File: src/rtl/dfe_multitap_pam_if.sv
// Sample, coefficient-load and result bus of the multi-tap PAM decision feedback equalizer.
// Handshake: a sample is taken on a rising edge only when signal_in_valid=1, load_mem=0 and done_wait=1;
// signal_out_valid is a one-cycle strobe with no back-pressure, and signal_out/est_out hold until the next one.
interface dfe_multitap_pam_if #(parameter int SIGNAL_RESOLUTION = 8);
  logic signed [SIGNAL_RESOLUTION-1:0] signal_in;
  logic                                signal_in_valid;
  logic                                dfe_en;
  logic                                load_mem;
  logic [7:0]                          location;
  logic [31:0]                         mem_data;
  logic                                done_wait;
  logic                                loc_err;
  logic signed [SIGNAL_RESOLUTION-1:0] signal_out;
  logic                                signal_out_valid;
  logic signed [SIGNAL_RESOLUTION-1:0] est_out;
  logic [15:0]                         drop_cnt;

  modport master (
    output signal_in, signal_in_valid, dfe_en, load_mem, location, mem_data,
    input  done_wait, loc_err, signal_out, signal_out_valid, est_out, drop_cnt
  );

  modport slave (
    input  signal_in, signal_in_valid, dfe_en, load_mem, location, mem_data,
    output done_wait, loc_err, signal_out, signal_out_valid, est_out, drop_cnt
  );
endinterface

File: src/rtl/dfe_multitap_pam.sv
// Multi-tap decision feedback equalizer with a PAM2/PAM4 slicer and a loadable coefficient memory.
// Location 0 holds the main-cursor shift s0, locations 1..NUM_TAPS the post-cursor tap mantissas.
module dfe_multitap_pam #(
  parameter int NUM_TAPS          = 4,
  parameter int SIGNAL_RESOLUTION = 8,
  parameter int SYMBOL_SEPERATION = 56,
  parameter int PAM_LEVELS        = 4
) (
  input logic               clk,
  input logic               rst,
  dfe_multitap_pam_if.slave bus
);
  localparam int W  = SIGNAL_RESOLUTION;
  localparam int AW = W + 16 + $clog2(NUM_TAPS) + 17;
  localparam int S  = SYMBOL_SEPERATION;

  localparam logic signed [AW-1:0] SAT_MAX = {{(AW-W+1){1'b0}}, {(W-1){1'b1}}};
  localparam logic signed [AW-1:0] SAT_MIN = ~SAT_MAX;
  localparam logic signed [W-1:0]  LV_P3   = W'(3 * S / 2);
  localparam logic signed [W-1:0]  LV_P1   = W'(S / 2);
  localparam logic signed [W-1:0]  LV_M1   = W'(-(S / 2));
  localparam logic signed [W-1:0]  LV_M3   = W'(-(3 * S / 2));

  logic        [3:0]    r_s0;
  logic signed [15:0]   r_coef [1:NUM_TAPS];
  logic signed [W-1:0]  r_hist [1:NUM_TAPS];
  logic [NUM_TAPS:0]    r_loaded;
  logic                 r_done;
  logic                 r_loc_err;
  logic                 r_valid;
  logic signed [W-1:0]  r_out;
  logic signed [W-1:0]  r_est;
  logic [15:0]          r_drop;

  logic                 w_loc_ok;
  logic                 w_wr;
  logic                 w_accept;
  logic [3:0]           w_s0_cap;
  logic signed [AW-1:0] w_fb;
  logic signed [AW-1:0] w_acc;
  logic signed [AW-1:0] w_shr;
  logic signed [W-1:0]  w_est;
  logic signed [W-1:0]  w_dec;

  assign w_loc_ok = int'(bus.location) <= NUM_TAPS;
  assign w_wr     = bus.load_mem && w_loc_ok;
  // A coefficient write always takes priority over a coincident sample.
  assign w_accept = bus.signal_in_valid && !bus.load_mem && r_done;
  assign w_s0_cap = (bus.mem_data[15:4] != 12'd0) ? 4'd15 : bus.mem_data[3:0];

  always_comb begin
    w_fb = '0;
    if (bus.dfe_en) begin
      for (int k = 1; k <= NUM_TAPS; k++) begin
        w_fb = w_fb + (AW'(r_hist[k]) * AW'(r_coef[k]));
      end
    end
    w_acc = (AW'(bus.signal_in) <<< r_s0) - w_fb;
    w_shr = w_acc >>> r_s0;
    if (w_shr > SAT_MAX)      w_est = SAT_MAX[W-1:0];
    else if (w_shr < SAT_MIN) w_est = SAT_MIN[W-1:0];
    else                      w_est = w_shr[W-1:0];
    // Threshold ties resolve to the upper level.
    if (PAM_LEVELS == 2)        w_dec = (int'(w_est) >= 0) ? LV_P1 : LV_M1;
    else if (int'(w_est) >= S)  w_dec = LV_P3;
    else if (int'(w_est) >= 0)  w_dec = LV_P1;
    else if (int'(w_est) >= -S) w_dec = LV_M1;
    else                        w_dec = LV_M3;
  end

  always_ff @(posedge clk or posedge rst) begin
    if (rst) begin
      r_s0      <= '0;
      r_loaded  <= '0;
      r_done    <= 1'b0;
      r_loc_err <= 1'b0;
      r_valid   <= 1'b0;
      r_out     <= '0;
      r_est     <= '0;
      r_drop    <= '0;
      for (int k = 1; k <= NUM_TAPS; k++) begin
        r_coef[k] <= '0;
        r_hist[k] <= '0;
      end
    end else begin
      r_loc_err <= bus.load_mem && !w_loc_ok;
      if (w_wr) begin
        if (bus.location == 8'd0) r_s0 <= w_s0_cap;
        for (int k = 1; k <= NUM_TAPS; k++) begin
          if (bus.location == 8'(k)) r_coef[k] <= bus.mem_data[31:16];
        end
        for (int k = 0; k <= NUM_TAPS; k++) begin
          if (bus.location == 8'(k)) r_loaded[k] <= 1'b1;
        end
      end
      // Sticky: later rewrites never drop done_wait.
      r_done  <= r_done | (&r_loaded);
      r_valid <= w_accept;
      if (w_accept) begin
        r_out     <= w_dec;
        r_est     <= w_est;
        r_hist[1] <= w_dec;
        for (int k = 2; k <= NUM_TAPS; k++) begin
          r_hist[k] <= r_hist[k-1];
        end
      end
      if (bus.signal_in_valid && !w_accept && (r_drop != 16'hFFFF)) begin
        r_drop <= r_drop + 16'd1;
      end
    end
  end

  assign bus.done_wait        = r_done;
  assign bus.loc_err          = r_loc_err;
  assign bus.signal_out       = r_out;
  assign bus.signal_out_valid = r_valid;
  assign bus.est_out          = r_est;
  assign bus.drop_cnt         = r_drop;
endmodule

File: src/flat_wrapper.sv
// flat-port wrapper written by rule: the top's interface ports become plain ports
module dfe_multitap_pam_flat 
#(
  parameter int NUM_TAPS          = 4,
  parameter int SIGNAL_RESOLUTION = 8,
  parameter int SYMBOL_SEPERATION = 56,
  parameter int PAM_LEVELS        = 4
)
  (clk, rst, bus_signal_in, bus_signal_in_valid, bus_dfe_en, bus_load_mem, bus_location, bus_mem_data, bus_done_wait, bus_loc_err, bus_signal_out, bus_signal_out_valid, bus_est_out, bus_drop_cnt);
  dfe_multitap_pam_if #(.SIGNAL_RESOLUTION(SIGNAL_RESOLUTION)) bus_i ();
  input logic clk;
  input logic rst;
  input wire logic [$bits(bus_i.signal_in)-1:0] bus_signal_in;
  input wire logic [$bits(bus_i.signal_in_valid)-1:0] bus_signal_in_valid;
  input wire logic [$bits(bus_i.dfe_en)-1:0] bus_dfe_en;
  input wire logic [$bits(bus_i.load_mem)-1:0] bus_load_mem;
  input wire logic [$bits(bus_i.location)-1:0] bus_location;
  input wire logic [$bits(bus_i.mem_data)-1:0] bus_mem_data;
  output wire logic [$bits(bus_i.done_wait)-1:0] bus_done_wait;
  output wire logic [$bits(bus_i.loc_err)-1:0] bus_loc_err;
  output wire logic [$bits(bus_i.signal_out)-1:0] bus_signal_out;
  output wire logic [$bits(bus_i.signal_out_valid)-1:0] bus_signal_out_valid;
  output wire logic [$bits(bus_i.est_out)-1:0] bus_est_out;
  output wire logic [$bits(bus_i.drop_cnt)-1:0] bus_drop_cnt;
  assign bus_i.signal_in = bus_signal_in;
  assign bus_i.signal_in_valid = bus_signal_in_valid;
  assign bus_i.dfe_en = bus_dfe_en;
  assign bus_i.load_mem = bus_load_mem;
  assign bus_i.location = bus_location;
  assign bus_i.mem_data = bus_mem_data;
  assign bus_done_wait = bus_i.done_wait;
  assign bus_loc_err = bus_i.loc_err;
  assign bus_signal_out = bus_i.signal_out;
  assign bus_signal_out_valid = bus_i.signal_out_valid;
  assign bus_est_out = bus_i.est_out;
  assign bus_drop_cnt = bus_i.drop_cnt;
  dfe_multitap_pam #(.NUM_TAPS(NUM_TAPS), .SIGNAL_RESOLUTION(SIGNAL_RESOLUTION), .SYMBOL_SEPERATION(SYMBOL_SEPERATION), .PAM_LEVELS(PAM_LEVELS)) u_core (.clk(clk), .rst(rst), .bus(bus_i));
endmodule
File: config.mk
export PLATFORM = sky130hd
export DESIGN_NAME = dfe_multitap_pam_flat
export DESIGN_NICKNAME = d
export VERILOG_FILES = /design/src/rtl/dfe_multitap_pam_if.sv /design/src/rtl/dfe_multitap_pam.sv /design/src/flat_wrapper.sv
export SDC_FILE = /design/constraint.sdc
export NUM_CORES = 1
export LEC_CHECK = 0
export ABC_AREA = 1
export CORE_MARGIN = 1
export CORE_UTILIZATION = 50
export CTS_CLUSTER_DIAMETER = 120
export DETAILED_ROUTE_END_ITERATION = 8
export GPL_ROUTABILITY_DRIVEN = 0
export PLACE_DENSITY = 0.75
export SYNTH_ARGS = -nofsm -noshare
export SYNTH_HDL_FRONTEND = slang
export SYNTH_SLANG_ARGS = --single-unit
File: constraint.sdc
create_clock -name clk -period 17.7 [get_ports clk]
set_input_delay 1.77 -clock clk [delete_from_list [all_inputs] [get_ports clk]]
set_output_delay 1.77 -clock clk [all_outputs]
set_load 0.005 [all_outputs]
==> results of run 1 <==
placed cells by master (no fill, tap or decap), drive strengths merged, types with 9 or more instances in the layout:
cell type and n:
nand2 1104, inv 811, nand3 342, fa 309, ha 239, nor2 220, a21oi 149, o21ai 148
dfrtp 120, clkdlybuf4s50 85, xor2 70, xnor2 44, o21bai 40, or2 23, clkbuf 23, nand4 22
a31oi 16, nand3b 15, nor3 15, buf 11, nor4 9, o211ai 9
stage by stage:
step	worst slack (ns)	hold slack [ns]	std cells	area, µm²
finish	5.27	0.483	4541	28300
detailed placement	5.43	0.441	4509	27700
global placement	5.62	0.434	4509	27700
floorplan	7.46	0.420	3858	26500
CTS	5.41	0.472	4541	28300
global route	4.22	0.497	4541	28300
critical path: cells and delay by family (launching register included):
kind	cells	cell delay [ns]
compound gates	17	2.84
fa+ha+maj	9	4.01
buf+inv	7	0.90
xor+xnor	1	0.20
flops	1	0.80
simple gates	26	3.54
state kept, by name, indices dropped and copies added, names as in the netlist:
name                         flops
u_core.bus.drop_cnt             16
u_core.r_loaded                  5
u_core.r_s0                      4
u_core.bus.signal_out_valid      1
u_core.bus.est_out               8
u_core.r_coef                   64
u_core.bus.loc_err               1
u_core.r_hist                   20
u_core.bus.done_wait             1
kinds of logic (layout without fill, tap and decap cells):
logic type | after synthesis | after routing | share of synthesized area (%)
other cells | 1 | 2 | 0.0142
compound gates | 377 | 377 | 8.08
fa+ha+maj | 548 | 548 | 34.7
simple gates | 1754 | 1754 | 28.3
mux | 4 | 4 | 0.151
buf+inv | 939 | 942 | 13.7
flops | 120 | 120 | 11.4
xor+xnor | 114 | 114 | 3.77
per-layer routing:
metal / vias up / share of wire (%)
met4: 0 / 2.6
met2: 931 / 46
met3: 120 / 7.5
li1: 11800 / -
met1: 11500 / 44
met5: - / 0
worst paths after layout:
path	startpoint	endpoint	cells after the start
worst min-delay path	u_core.r_loaded[4]$_DFFE_PP0P_	u_core.r_loaded[4]$_DFFE_PP0P_	2
max in group asynchronous	rst	u_core.r_s0[1]$_DFFE_PP0P_	3
worst max register to register	u_core.r_hist[5]$_DFFE_PP0P_	u_core.r_hist[30]$_DFFE_PP0P_	60
worst min register to register	u_core.r_loaded[4]$_DFFE_PP0P_	u_core.r_loaded[4]$_DFFE_PP0P_	2
worst max-delay path	u_core.r_hist[5]$_DFFE_PP0P_	u_core.r_hist[30]$_DFFE_PP0P_	60
min in group asynchronous	rst	u_core.r_coef[12]$_DFFE_PP0P_	2
layout make-up:
type / count / area (µm²)
clock buffers: 23 / 498
well taps: 680 / 851
inverters: 814 / 3060
flip-flops and latches: 120 / 3010
repair buffers: 96 / 933
multi-input cells: 2799 / 19800
clock inverters: 9 / 115
fillers: 5009 / 23500
==> summary.txt, run 1 <==
Outcome
  • Status: finished clean

Route
  • WL/cell: ~16 µm
  • DR pass1 iterations: 6
  • DRC: 0
  • Post-DRT Antenna Nets: 0
  • Via count: between 20000 and 25000
  • Total wire length: just over 70000 µm
  • Via density: around 5.4
  • Detailed Route Iter0 Violations: between 2000 and 2500

Global routing
  • Largest net degree at the start of global routing: 75
  • First-pass GRT wire length: 117000 µm
  • Vias in the first global route: between 20000 and 25000
  • GR Layer Usage met1: 38.6%
  • Gr busiest metal: met2
  • Initial antenna violation count: 3
  • Grt ovf: 0
  • Global-route met2 utilization: around 44%
  • All-layer global routing usage: between 20% and 30%
  • Met3 GRT Util: 3.18%

Synth
  • Synthesized area per cell: approximately 6.9 µm²
  • Synth top area cells: fa_1 23%, nand2_1 15%, inv_1 11%, dfrtp_1 11%, ha_1 11%
  • Cell taking the most area after synthesis: fa_1
  • Async SR Flop Fraction: 100%
  • Post-Syn Area: about 26000 µm²
  • Synth top area share: 23.4%
  • Post-synthesis sequential area ratio: 11.4%
  • EDFF count, synth: 0
  • Most frequent cell after synthesis: nand2_1
  • Synth Instances: 3857
  • Ys flop type: dfrtp_1
  • Commonest cells in the netlist: 1072 x nand2_1, 807 x inv_1, 323 x nand3_1, 309 x fa_1, 239 x ha_1
  • Count of state elements after synthesis: between 100 and 150
  • Post-synth cell types: 52
  • Yosys warns: 0

Run
  • Max-cap violation count: 0

Cells and area
  • Diode count: 0
  • Fin util: 54.6%
  • Nets@finish: 4449
  • Area growth, synth to finish: 7.01%
  • Layout cells sized above 1: 4.04%

Floorplanning
  • Initial core utilization: between 50% and 60%
  • Die Area: 53800 µm²
  • Die Y-Extent: roughly 230 µm
  • Core Area: approximately 52000 µm²
  • Row Count: just over 80
  • Io pins: a little under 90
  • Die width: approximately 230 µm

STA
  • FMAX: 80.4 MHz
  • Tightest Pin Transition: 1.20 ns
  • Slew margin rel.: about a fifth
  • Hold Fails Final Rpt: 0
  • RSZ-0062 raised after global routing: no
  • Sum Neg Setup Slack: 0 ns
  • Final Skew: 0.0153 ns
  • Max Slew Vio Count: 0
  • Final Critical Period: approximately 12 ns
  • Setup violators final: 0
  • Period utilization: 70.2%

Place
  • Dpl hpwl: 58700 µm
  • Port Buffers: 85

Setup path
  • CP max FO: 18
  • CP max stage cell: dfrtp_1
  • CP endpoint kind: flop
  • Worst path required time: 18.04 ns
  • Critical Path Source Type: flop
  • Worst EP arrival: about 13 ns
  • Reg2Reg Setup Slack: about 5.3 ns
  • Most used cell, CP: nand2_1
  • Worst Setup Path Type: flop to flop
  • CP max stage delay: 0.80 ns

Clock network
  • H-tree levels: 4
  • Worst-Skew Late Latency: approximately 0.46 ns
  • Total CTS buffers: 17
  • Clock Root Buffer: clkbuf_16
  • Max Buffers Root-to-Sink: 2
  • Setup bufs post-CTS: 0
  • Sink Count: 120
  • TritonCTS clock tree: built
  • Clk slew on worst S/H paths: about 0.06 ns
  • # hold bufs at CTS: 0
  • Post-cts resize count: 0

Worst hold path
  • Hold WC Path Type: flop to flop
Power of run 1 is not shown: default switching activity piles up to over one toggle a cycle in this logic, so the estimate is an artifact.
==> run 2, diff against run 1 <==
- PLACE_DENSITY: 0.75 -> 0.78
- clock period: 17.7 -> 11.17 ns (I/O delays scaled with it)
==> summary.txt, run 2 (synthesis results as in run 1) <==
Outcome
  • Status: finished clean

STA
  • Tightest Pin Transition: approximately 1.3 ns
  • Final Critical Period: ~11 ns
  • Period utilization: between 90% and 100%
  • Post-route setup slack: 0.355 ns
  • Final Skew: about 0.011 ns
  • Max Slew Vio Count: 0
  • FMAX: ~90 MHz
  • Setup violators final: 0
  • Hold Fails Final Rpt: 0
  • Hold slack: 0.464 ns
  • Slew margin rel.: between 10% and 20%
  • Sum Neg Setup Slack: 0 ns

Setup path
  • CP endpoint kind: flop
  • CP max stage delay: around 0.57 ns
  • Worst path required time: ~12 ns
  • Reg2reg end: u_core.r_hist[30]$_DFFE_PP0P_
  • R2R Path Start: u_core.r_coef[1]$_DFFE_PP0P_
  • Critical Path Source Type: flop
  • Worst EP arrival: 11.15 ns
  • CP max FO: 7
  • Worst R2R Path Depth: slightly above 60
  • Reg2Reg Setup Slack: roughly 0.35 ns
  • CP max stage cell: fa_2
  • Most used cell, CP: nand2_1
  • Worst Setup Path Type: flop to flop

Route
  • Total wire length: around 75000 µm
  • Post-DRT Antenna Nets: 0
  • DR pass1 iterations: 8
  • Met2 WL: ~35000 µm
  • Wire length on met1: about 31000 µm
  • Detailed Route Iter0 Violations: between 2000 and 3000
  • WL/cell: around 16 µm
  • Via count: between 20000 and 30000
  • DRC: 0
  • Via density: between 5 and 6
  • Met3 wire length: just under 6000 µm
  • Highest metal used: met5

Clock network
  • H-tree levels: 4
  • Sink Count: between 100 and 150
  • # hold bufs at CTS: 0
  • Total CTS buffers: 17
  • Max Buffers Root-to-Sink: 2
  • Clk slew on worst S/H paths: roughly 0.06 ns
  • Worst-Skew Late Latency: 0.46 ns
  • Clock Root Buffer: clkbuf_16
  • TritonCTS clock tree: built

Floorplanning
  • Core Area: roughly 52000 µm²
  • Die Area: approximately 54000 µm²
  • Row Count: 83
  • Die Y-Extent: 232 µm
  • Initial core utilization: approximately half
  • Die width: 232 µm
  • Io pins: a little under 90

Worst hold path
  • Worst Hold Path Cells: 2
  • Hold endpoint: u_core.r_loaded[4]$_DFFE_PP0P_
  • Hold WC Path Type: flop to flop
  • Hold_sp: u_core.r_loaded[4]$_DFFE_PP0P_

Global routing
  • All-layer global routing usage: a little over a quarter
  • Vias in the first global route: 23300
  • First-pass GRT wire length: around 120000 µm
  • Initial antenna violation count: 2
  • Largest net degree at the start of global routing: between 60 and 70
  • Grt ovf: 0

Place
  • Pre-CTS WS: between 0.03 and 0.04 ns
  • Dpl hpwl: 59000 µm
  • Port Buffers: 85
  • Placed Cells: 4553

Cells and area
  • Nets@finish: 4538
  • Post-layout instance count excluding filler cells: between 4000 and 5000
  • Largest register FFs: 64
  • Area growth, synth to finish: 13.3%
  • Largest Register: u_core.r_coef
  • Most frequent cells in the layout: 1038 x nand2_1, 795 x inv_1, 303 x fa_1
  • Layout cells sized above 1: roughly 11%
  • Most common cell after layout, fill and taps aside: nand2_1

Run
  • Max-cap violation count: 0
==> run 2: cell types whose count changed in the layout (fill, tap and decap cells not counted), sizes merged, moves of 2 or more <==
cell	delta
buf	+88
clkbuf	-4
inv	+3
clkinv	+2
==> run 2: routing by layer <==
layer	up-vias	track usage, %
li1	12000	-
met1	11900	38.1
met5	-	0
met4	2	9.70
met2	1062	43.7
met3	212	3.82
==> run 2: cell type report <==
class / instances / area, µm²
inverters: 814 / 3060
multi-input cells: 2800 / 20800
clock buffers: 19 / 453
fillers: 4624 / 21900
clock inverters: 13 / 144
flip-flops and latches: 120 / 3030
well taps: 680 / 851
diodes: 1 / 2.50
repair buffers: 184 / 1610
==> run 2: worst max-delay path: cells and delay by family, from the launching register on <==
kind,cells,cell delay [ns]
buf+inv,4,0.32
compound gates,10,1.47
fa+ha+maj,9,4.06
simple gates,37,4.17
flops,1,0.53
xor+xnor,1,0.13
==> run 2: metrics by stage <==
step                      utilization [%]  area [µm²]
final                                57.8       30000
after floorplan                         -       26500
after global placement               54.1       28000
after global routing                 57.8       30000
after detailed placement             54.1       28000
after CTS                            55.2       28600
==> run 2: repair_timing <==
item | CTS | global route
pin swaps | 0 | 121
cloned | 0 | 2
setup buffers | 0 | 43
endpoints found under the setup margin | 4 | 9
resized for setup | 3 | 247
==> run 2: how the worst max path moves through the flow <==
stage,from,endpoint,slack [ns],depth (start not counted)
2_1_floorplan,u_core.r_hist[13]$_DFFE_PP0P_,u_core.r_hist[30]$_DFFE_PP0P_,0.93,65
3_3_place_gp,u_core.r_hist[13]$_DFFE_PP0P_,u_core.r_hist[30]$_DFFE_PP0P_,0.15,62
3_5_place_dp,u_core.r_hist[13]$_DFFE_PP0P_,u_core.r_hist[30]$_DFFE_PP0P_,0.04,65
4_1_cts,u_core.r_hist[13]$_DFFE_PP0P_,u_core.r_hist[30]$_DFFE_PP0P_,0.02,65
5_1_grt,u_core.r_coef[1]$_DFFE_PP0P_,u_core.r_hist[30]$_DFFE_PP0P_,-0.27,65
6_report,u_core.r_coef[1]$_DFFE_PP0P_,u_core.r_hist[30]$_DFFE_PP0P_,0.35,61
Power of run 2 is left out for the same reason.
==> run 3, diff against run 2 <==
- CORE_UTILIZATION: 50 -> 40
- PLACE_DENSITY: 0.78 -> 0.66
==> summary.txt, run 3 (synthesis results as in run 1) <==
Clock network
  • Clk slew on worst S/H paths: roughly 0.07 ns
  • TritonCTS clock tree: built
  • H-tree levels: 4
  • Clock Root Buffer: clkbuf_16
  • Sink Count: between 100 and 150
  • Worst-Skew Late Latency: about 0.45 ns
  • Total CTS buffers: 17
  • Max Buffers Root-to-Sink: 2

STA
  • Hold slack: 0.463 ns
  • FMAX: roughly 93 MHz
  • Final Skew: ~0.011 ns
  • Period utilization: between 90% and 100%
  • Setup violators final: 0
  • Max Slew Vio Count: 0
  • Final Critical Period: between 10 and 15 ns
  • Slew margin rel.: 26.9%
  • Hold Fails Final Rpt: 0
  • Tightest Pin Transition: 1.10 ns

Setup path
  • CP max FO: 8
  • Delay-heaviest family, CP: adder cells
  • CP max stage cell: fa_2
  • Worst Setup Path Type: flop to flop
  • Worst EP arrival: ~11 ns
  • CP endpoint kind: flop
  • Critical Path Source Type: flop
  • CP max stage delay: about 0.57 ns
  • Crit path buffers/inverters: 8
  • Worst path required time: between 10 and 15 ns
  • Most used cell, CP: nand2_1

Cells and area
  • Nets@finish: 4531
  • Area of the multi-input gates: ~21000 µm²
  • Area occupied by registers: between 3000 and 4000 µm²
  • Largest Register: u_core.r_coef
  • Largest register FFs: 64
  • Final Instance Area: 30100 µm²
  • Area growth, synth to finish: 13.7%
  • Diode count: 0
  • Layout cells sized above 1: between 10% and 20%
  • Fillers: 6596
  • Most frequent cells in the layout: 1035 x nand2_1, 799 x inv_1, 305 x fa_1
  • Most common cell after layout, fill and taps aside: nand2_1

Global routing
  • All-layer global routing usage: about 22%
  • Largest net degree at the start of global routing: 75
  • Grt ovf: 0
  • Initial antenna violation count: 7
  • First-pass GRT wire length: 119000 µm
  • Vias in the first global route: approximately 23000

Outcome
  • Status: finished clean

Floorplanning
  • Row Count: slightly above 90
  • Core Area: roughly 65000 µm²
  • Die Y-Extent: 259 µm
  • Die width: roughly 260 µm
  • Initial core utilization: about two fifths
  • Die Area: approximately 67000 µm²
  • Io pins: 88

Route
  • WL/cell: about 16 µm
  • DR pass1 iterations: 6
  • Total wire length: 75400 µm
  • Via density: between 5 and 6
  • Post-DRT Antenna Nets: 0
  • DRC: 0
  • Via count: roughly 24000
  • Detailed Route Iter0 Violations: slightly below 2000

Run
  • Max-cap violation count: 0

Place
  • Placed Area: 28300 µm²
  • Port Buffers: 85
  • Dpl hpwl: roughly 62000 µm

Worst hold path
  • Hold WC Path Type: flop to flop
-- run 3: changes by cell type in the layout (fill, tap and decap cells not counted), sizes merged --
cell,delta
clkinvlp,+2
clkinv,+1
bufinv,-1
diode,-1
buf,-7
inv,-1
clkbuf,-1
-- run 3: final cells by class --
| type | instances | share of cell area [%] |
|---|---|---|
| clock buffers | 18 | 1.46 |
| clock inverters | 14 | 0.416 |
| inverters | 814 | 10.2 |
| multi-input cells | 2800 | 69.2 |
| flip-flops and latches | 120 | 10.0 |
| well taps | 855 | 3.55 |
| repair buffers | 177 | 5.20 |
-- run 3: path summary, 6_finish.rpt --
kind	start	to	slack, ns	depth (start not counted)
max	u_core.r_hist[13]$_DFFE_PP0P_	u_core.r_hist[30]$_DFFE_PP0P_	0.43	62
min	u_core.r_loaded[4]$_DFFE_PP0P_	u_core.r_loaded[4]$_DFFE_PP0P_	0.46	2
max reg2reg	u_core.r_hist[13]$_DFFE_PP0P_	u_core.r_hist[30]$_DFFE_PP0P_	0.43	62
min reg2reg	u_core.r_loaded[4]$_DFFE_PP0P_	u_core.r_loaded[4]$_DFFE_PP0P_	0.46	2
max in group asynchronous	rst	u_core.r_s0[1]$_DFFE_PP0P_	8.72	3
min in group asynchronous	rst	u_core.r_coef[28]$_DFFE_PP0P_	1.12	2
-- run 3: repair_timing --
action                                  4_1_cts  5_1_grt
resized for setup                             1      224
hold buffers                                  0        0
setup buffers                                 1       23
pin swaps                                     1       92
gates cloned                                  0        1
endpoints found under the hold margin         0        0
endpoints found under the setup margin        2        9
-- run 3: tightest hold or removal path: stages (launching register included) --
cell and delay (ns):
dfrtp_1 0.32, inv_1 0.05, nand2_1 0.06
-- run 3: routing by layer --
layer	vias to the layer above	GRT usage, %	wire (µm)
met5	-	0	43
met4	6	5.74	1870
met3	116	3.47	5080
met2	758	34.7	34300
met1	11500	31.8	34100
li1	11900	-	-
-- run 3: through the flow --
step | setup WS, ns | setup TNS [ns] | utilization [%] | std cells
4_1_cts | 0.00949 | 0 | 44.5 | 4774
3_3_place_gp | 0.140 | 0 | 43.7 | 4741
3_5_place_dp | -0.0340 | -0.0383 | 43.7 | 4741
5_1_grt | -0.194 | -1.14 | 46.3 | 4798
6_report | 0.429 | 0 | 46.3 | 4798
2_1_floorplan | 0.927 | 0 | - | 3858
Power of run 3 is left out for the same reason.
